File: src/rtl/sub_pkg.sv
// Shared definitions for the bit-serial subtractor: FSM state encoding,
// default operand width and the matching bit-counter width.
package sub_pkg;

  // Default operand/result width in bits (legal range 2..32).
  localparam int DEFAULT_WIDTH = 8;

  // Width of the bit counter for the default operand width.
  localparam int CNT_W = $clog2(DEFAULT_WIDTH);

  // Controller states: waiting for operands, shifting bits, holding result.
  typedef enum logic [1:0] {
    IDLE = 2'd0,
    RUN  = 2'd1,
    DONE = 2'd2
  } state_t;

endpackage : sub_pkg

File: src/rtl/full_subtractor.sv
// Single-bit full subtractor: d = a - b - bin, with borrow-out.
module full_subtractor (
  input  logic a,
  input  logic b,
  input  logic bin,
  output logic d,
  output logic bout
);

  logic a_xor_b;

  // Difference and borrow equations for one bit position.
  always_comb begin
    a_xor_b = a ^ b;
    d       = a_xor_b ^ bin;
    bout    = (~a & b) | (~a_xor_b & bin);
  end

endmodule : full_subtractor

File: src/rtl/serial_subtractor.sv
// Bit-serial unsigned subtractor: {bout,diff} = a - b - bin, one bit per
// clock, LSB first. Operands enter and results leave over valid/ready
// handshakes; a new operation is only accepted once the previous result
// has been taken by the consumer.
module serial_subtractor
  import sub_pkg::*;
#(
  parameter int WIDTH = DEFAULT_WIDTH
) (
  input  logic             clk,
  input  logic             rst,
  input  logic             in_valid,
  output logic             in_ready,
  input  logic [WIDTH-1:0] a,
  input  logic [WIDTH-1:0] b,
  input  logic             bin,
  output logic             out_valid,
  input  logic             out_ready,
  output logic [WIDTH-1:0] diff,
  output logic             bout
);

  // Counter width for this instance; a WIDTH-bit operand needs indices
  // 0..WIDTH-1.
  localparam int LCL_CNT_W = $clog2(WIDTH);
  localparam logic [LCL_CNT_W-1:0] LAST_BIT = LCL_CNT_W'(WIDTH - 1);
  localparam logic [LCL_CNT_W-1:0] CNT_ONE  = LCL_CNT_W'(1);

  state_t               state_r;
  state_t               state_nxt_s;
  logic [WIDTH-1:0]     a_sh_r;
  logic [WIDTH-1:0]     b_sh_r;
  logic [WIDTH-1:0]     res_sh_r;
  logic [WIDTH-1:0]     diff_r;
  logic                 br_r;
  logic                 bout_r;
  logic                 out_valid_r;
  logic [LCL_CNT_W-1:0] cnt_r;

  logic                 fs_d_s;
  logic                 fs_bout_s;
  logic                 accept_s;
  logic                 last_bit_s;
  logic                 deliver_s;
  logic [WIDTH-1:0]     res_next_s;

  // The single bit-slice of arithmetic, fed by the operand LSBs and the
  // running borrow.
  full_subtractor u_full_sub (
    .a    (a_sh_r[0]),
    .b    (b_sh_r[0]),
    .bin  (br_r),
    .d    (fs_d_s),
    .bout (fs_bout_s)
  );

  // Handshake qualifiers and the next result-register image.
  always_comb begin
    accept_s   = (state_r == IDLE) && in_valid;
    last_bit_s = (state_r == RUN) && (cnt_r == LAST_BIT);
    deliver_s  = (state_r == DONE) && out_valid_r && out_ready;
    res_next_s = {fs_d_s, res_sh_r[WIDTH-1:1]};
  end

  // Next-state selection for the IDLE -> RUN -> DONE -> IDLE sequence.
  always_comb begin
    state_nxt_s = state_r;
    case (state_r)
      IDLE: begin
        if (accept_s) begin
          state_nxt_s = RUN;
        end else begin
          state_nxt_s = IDLE;
        end
      end
      RUN: begin
        if (last_bit_s) begin
          state_nxt_s = DONE;
        end else begin
          state_nxt_s = RUN;
        end
      end
      DONE: begin
        if (deliver_s) begin
          state_nxt_s = IDLE;
        end else begin
          state_nxt_s = DONE;
        end
      end
      default: begin
        state_nxt_s = IDLE;
      end
    endcase
  end

  // State register.
  always_ff @(posedge clk or posedge rst) begin
    if (rst) begin
      state_r <= IDLE;
    end else begin
      state_r <= state_nxt_s;
    end
  end

  // Operand shift registers, running borrow and bit counter. Operands are
  // captured only on the accept edge so later input changes are ignored.
  always_ff @(posedge clk or posedge rst) begin
    if (rst) begin
      a_sh_r   <= '0;
      b_sh_r   <= '0;
      res_sh_r <= '0;
      br_r     <= 1'b0;
      cnt_r    <= '0;
    end else begin
      case (state_r)
        IDLE: begin
          if (accept_s) begin
            a_sh_r   <= a;
            b_sh_r   <= b;
            res_sh_r <= '0;
            br_r     <= bin;
            cnt_r    <= '0;
          end
        end
        RUN: begin
          a_sh_r   <= {1'b0, a_sh_r[WIDTH-1:1]};
          b_sh_r   <= {1'b0, b_sh_r[WIDTH-1:1]};
          res_sh_r <= res_next_s;
          br_r     <= fs_bout_s;
          cnt_r    <= cnt_r + CNT_ONE;
        end
        DONE: begin
          cnt_r <= '0;
        end
        default: begin
          a_sh_r   <= '0;
          b_sh_r   <= '0;
          res_sh_r <= '0;
          br_r     <= 1'b0;
          cnt_r    <= '0;
        end
      endcase
    end
  end

  // Result registers: loaded on the final bit so diff/bout stay stable
  // while the consumer stalls and keep their value until the next result.
  always_ff @(posedge clk or posedge rst) begin
    if (rst) begin
      diff_r <= '0;
      bout_r <= 1'b0;
    end else if (last_bit_s) begin
      diff_r <= res_next_s;
      bout_r <= fs_bout_s;
    end
  end

  // Result-valid flag: raised with the final bit, dropped on handshake.
  always_ff @(posedge clk or posedge rst) begin
    if (rst) begin
      out_valid_r <= 1'b0;
    end else if (last_bit_s) begin
      out_valid_r <= 1'b1;
    end else if (deliver_s) begin
      out_valid_r <= 1'b0;
    end
  end

  // Output drive; in_ready is held low while reset is applied.
  always_comb begin
    in_ready  = (state_r == IDLE) && !rst;
    out_valid = out_valid_r;
    diff      = diff_r;
    bout      = bout_r;
  end

endmodule : serial_subtractor
File: config.mk
export PLATFORM = sky130hd
export DESIGN_NAME = serial_subtractor
export DESIGN_NICKNAME = d
export VERILOG_FILES = /design/src/rtl/sub_pkg.sv /design/src/rtl/full_subtractor.sv /design/src/rtl/serial_subtractor.sv
export SDC_FILE = /design/constraint.sdc
export NUM_CORES = 1
export LEC_CHECK = 0
export ABC_AREA = 0
export CAP_MARGIN = 20
export CORE_UTILIZATION = 44
export CTS_CLUSTER_SIZE = 24
export DETAILED_ROUTE_END_ITERATION = 8
export GPL_TIMING_DRIVEN = 0
export PLACE_DENSITY_LB_ADDON = 0.2
export SKIP_LAST_GASP = 1
export SLEW_MARGIN = 10
export SYNTH_ARGS = -nofsm -noshare
export SYNTH_HDL_FRONTEND = slang
export SYNTH_SLANG_ARGS = --single-unit
File: constraint.sdc
create_clock -name clk -period 1.65 [get_ports clk]
set_input_delay 0.33 -clock clk [delete_from_list [all_inputs] [get_ports clk]]
set_output_delay 0.33 -clock clk [all_outputs]
set_load 0.01 [all_outputs]
==> impl_metrics.ini <==
[logic_synthesis]
yosys_warnings = 0
synth_most_common_cell = dfrtp_1
synth_edf_count = 0
yosys-top-cells-area = dfrtp_1 56%, a32oi_1 4.5%, mux2_1 4.5%, a22o_1 3.5%, nand2_1 3.5%
async_reset_ff_share_pct = 100.0
syn_avg_cell_area_sq_um = 11.73
synthDistinctLibCells = 34
syn-num-nets = 172
synth_commonest_cells = 39 x dfrtp_1, 16 x nand2_1, 9 x a32oi_1, 8 x o21ai_1
synth.top_cell.area_share_pct = 56.20
yosys_most_used_dff = dfrtp_1
synth_area_leader_cell = dfrtp_1
syn_area_sq_um = 1737
ys_seq_area_share_pct = 56.20
synth-seq-cells = 39
syn_inst = 148

[setup_path]
worstPathMaxFanout = 19
critPathTopFamily = buffers and inverters
cp-start-kind = flip-flop
required_ns = 1.32
r2r_start = cnt_r[0]
worstSetupPathType = flip-flop to output pin
path_buf_inv = 3
cp_slowest_cell = dfrtp_1
slowest_delay_ns = 0.38
worstPathArrival_ns = 1.25
worstPathCellList = buf_6 -> buf_8 -> nor3_4 -> buf_2
crit_start = state_r[0]
end_kind = output pin

[pwr]
leakagePower_nw = 0.9904
p_clk_share_pct = 16.6
switchingPower_w = 0.001267
comb_power_share_pct = 40.8
p_per_area_nw_per_um2 = 1661
p_sw_share_pct = 34.46
p_int_w = 0.002409
seqPwrFrac_pct = 42.6
vdd_drop_max_v = 0.0009288
total_power_w = 0.003676

[routing]
num_vias = 1272
wl_um = 3560
wire_per_inst_um = 15.21
drc_errors = 0
drt_pass1_iterations = 4
drt-vias-per-instance = 5.436
drt-initial-drc-count = 44
ant_nets = 0

[grt]
gr-total-overflow = 0
grt_pass1_vias = 1300
grt_max_degree = 40
grt_pass1_wl_um = 6154
grt_usage_pct = 19.77
antenna_found_initial = 0

[cells_and_area]
n_fill_cell = 326
regArea_sq_um = 977.2
final_nets = 209
multiInputGateArea_sq_um = 663.1
syn_to_final_growth_pct = 27.45
diodes = 0
drive_above_1_share_pct = 15.05
utilization_pct = 59.56
fin_area_sq_um = 2213

[floorplanning]
ios = 32
die_w_um = 64.83
die_h_um = 64.83
core_sq_um = 3716
die_area_sq_um = 4202
start_util_pct = 46.73
row_count = 22

[timing]
period_minus_slack_ns = 1.583
fmax_mhz = 631.9
finalClockSkew_ns = 0.01020
tightest_slew_ns = 0.8048
finalHoldViolations = 0
slew_headroom_pct = 46.27
fin_crit_sh_pct = 95.91
setup_viol = 0
rsz0062_at_grt = no
slew_viol_final = 0
timing.setup.tns_ns = 0

[clocking]
insertion_delay_ns = 0.29
cts_buffers = 5
htree_levels = 2
path_clk_slew_ns = 0.07
cts_buffer_depth = 2
cts_root_buf = clkbuf_8
cts_num_sinks = 39
holdBufCountCts = 0
cts_tree = done

[placed_design]
place_area_sq_um = 2107
gp_congestion = 0.7804
portBuffers = 31
place_hpwl_um = 2490

[status]
status = complete, no violations

[hold_path]
hold_path_class = flip-flop to flip-flop
hp-start = diff[7]

[job]
maxCapViolCount = 0
worst register-to-register path, stage by stage (launching register included):
cell and delay, ns:
dfrtp_1 0.40, ha_1 0.20, ha_1 0.24, nand3b_4 0.19, mux2_1 0.35
final timing paths:
path	endpoint	slack (ns)	depth (start not counted)
max in group asynchronous	state_r[1]	0.51	2
max reg2reg	diff[4]	0.15	4
min	diff[7]	0.49	1
min in group asynchronous	a_sh_r[0]	0.59	2
max	in_ready	0.07	4
min reg2reg	diff[7]	0.49	1
placed cells by master, fill, tap and decap left out, types with 4 or more instances in the layout:
cell             netlist  routed
nor2_1                 5       5
nand2_1               16      16
o2bb2ai_1              4       4
a22oi_1                4       4
clkbuf_8               0       6
clkdlybuf4s50_1        0      30
o21ai_0                4       4
o21ai_1                8       8
dfrtp_1               39      38
a21oi_1                7       7
a22o_1                 7       7
inv_1                  6       5
a32oi_1                9       9
mux2_1                 7       7
sequential cells by signal (all words and copies together), names as in the netlist:
name	count
br_r	1
out_valid	1
state_r	2
diff	8
bout	1
b_sh_r	8
res_sh_r	7
cnt_r	3
a_sh_r	8
cells by family (layout without fill, tap and decap cells):
| logic type | after synthesis | count (layout) | synth area share [%] |
|---|---|---|---|
| buffers and inverters | 18 | 56 | 6.267 |
| and+or+nand+nor | 33 | 33 | 10.16 |
| DFF | 39 | 39 | 56.20 |
| adders and majority gates | 3 | 3 | 2.593 |
| muxes | 9 | 9 | 5.764 |
| AOI/OAI and AO/OA | 46 | 46 | 19.02 |
final cells by class:
cell class / count / share of cell area (%)
sequential: 39 / 44.15
multi-input combinational: 91 / 29.96
inverter: 7 / 1.187
clock inverter: 3 / 0.6784
tap: 48 / 2.713
clock buffer: 5 / 3.109
timing repair buffer: 32 / 14.13
buffer: 9 / 4.070
timing repair:
action	in CTS	in global routing
pin swaps	0	0
gates cloned	0	0
endpoints found under the setup margin	1	8
buffers inserted	0	1
gates resized for setup	11	2
routing by layer:
layer / GRT usage (%) / share of wire, %
met2: 31.25 / 47
met4: 9.167 / 2.0
met5: 0 / 0
met3: 3.697 / 3.7
met1: 26.15 / 48
through the flow:
stage                     std cells  setup WS [ns]  hold slack, ns
after detailed placement        227        -0.3075          0.4836
after CTS                       234        0.02999          0.5007
after global placement          227        -0.3842          0.4727
final                           234        0.06743          0.4943
after floorplan                 148         0.1868          0.4568
after global routing            234       0.003007          0.5180
power groups by stage:
| stage | registers [W] | clock network [W] | logic, W |
|---|---|---|---|
| 3_5_place_dp | 0.00159 | 0 | 0.00148 |
| 4_1_cts | 0.00157 | 0.000626 | 0.00150 |
| 3_3_place_gp | 0.00156 | 0 | 0.00143 |
| 5_1_grt | 0.00161 | 0.000673 | 0.00167 |
| 2_1_floorplan | 0.00157 | 0 | 0.000954 |
| 6_report | 0.00157 | 0.000609 | 0.00150 |
Note: power is estimated with default switching activity, not from simulation.
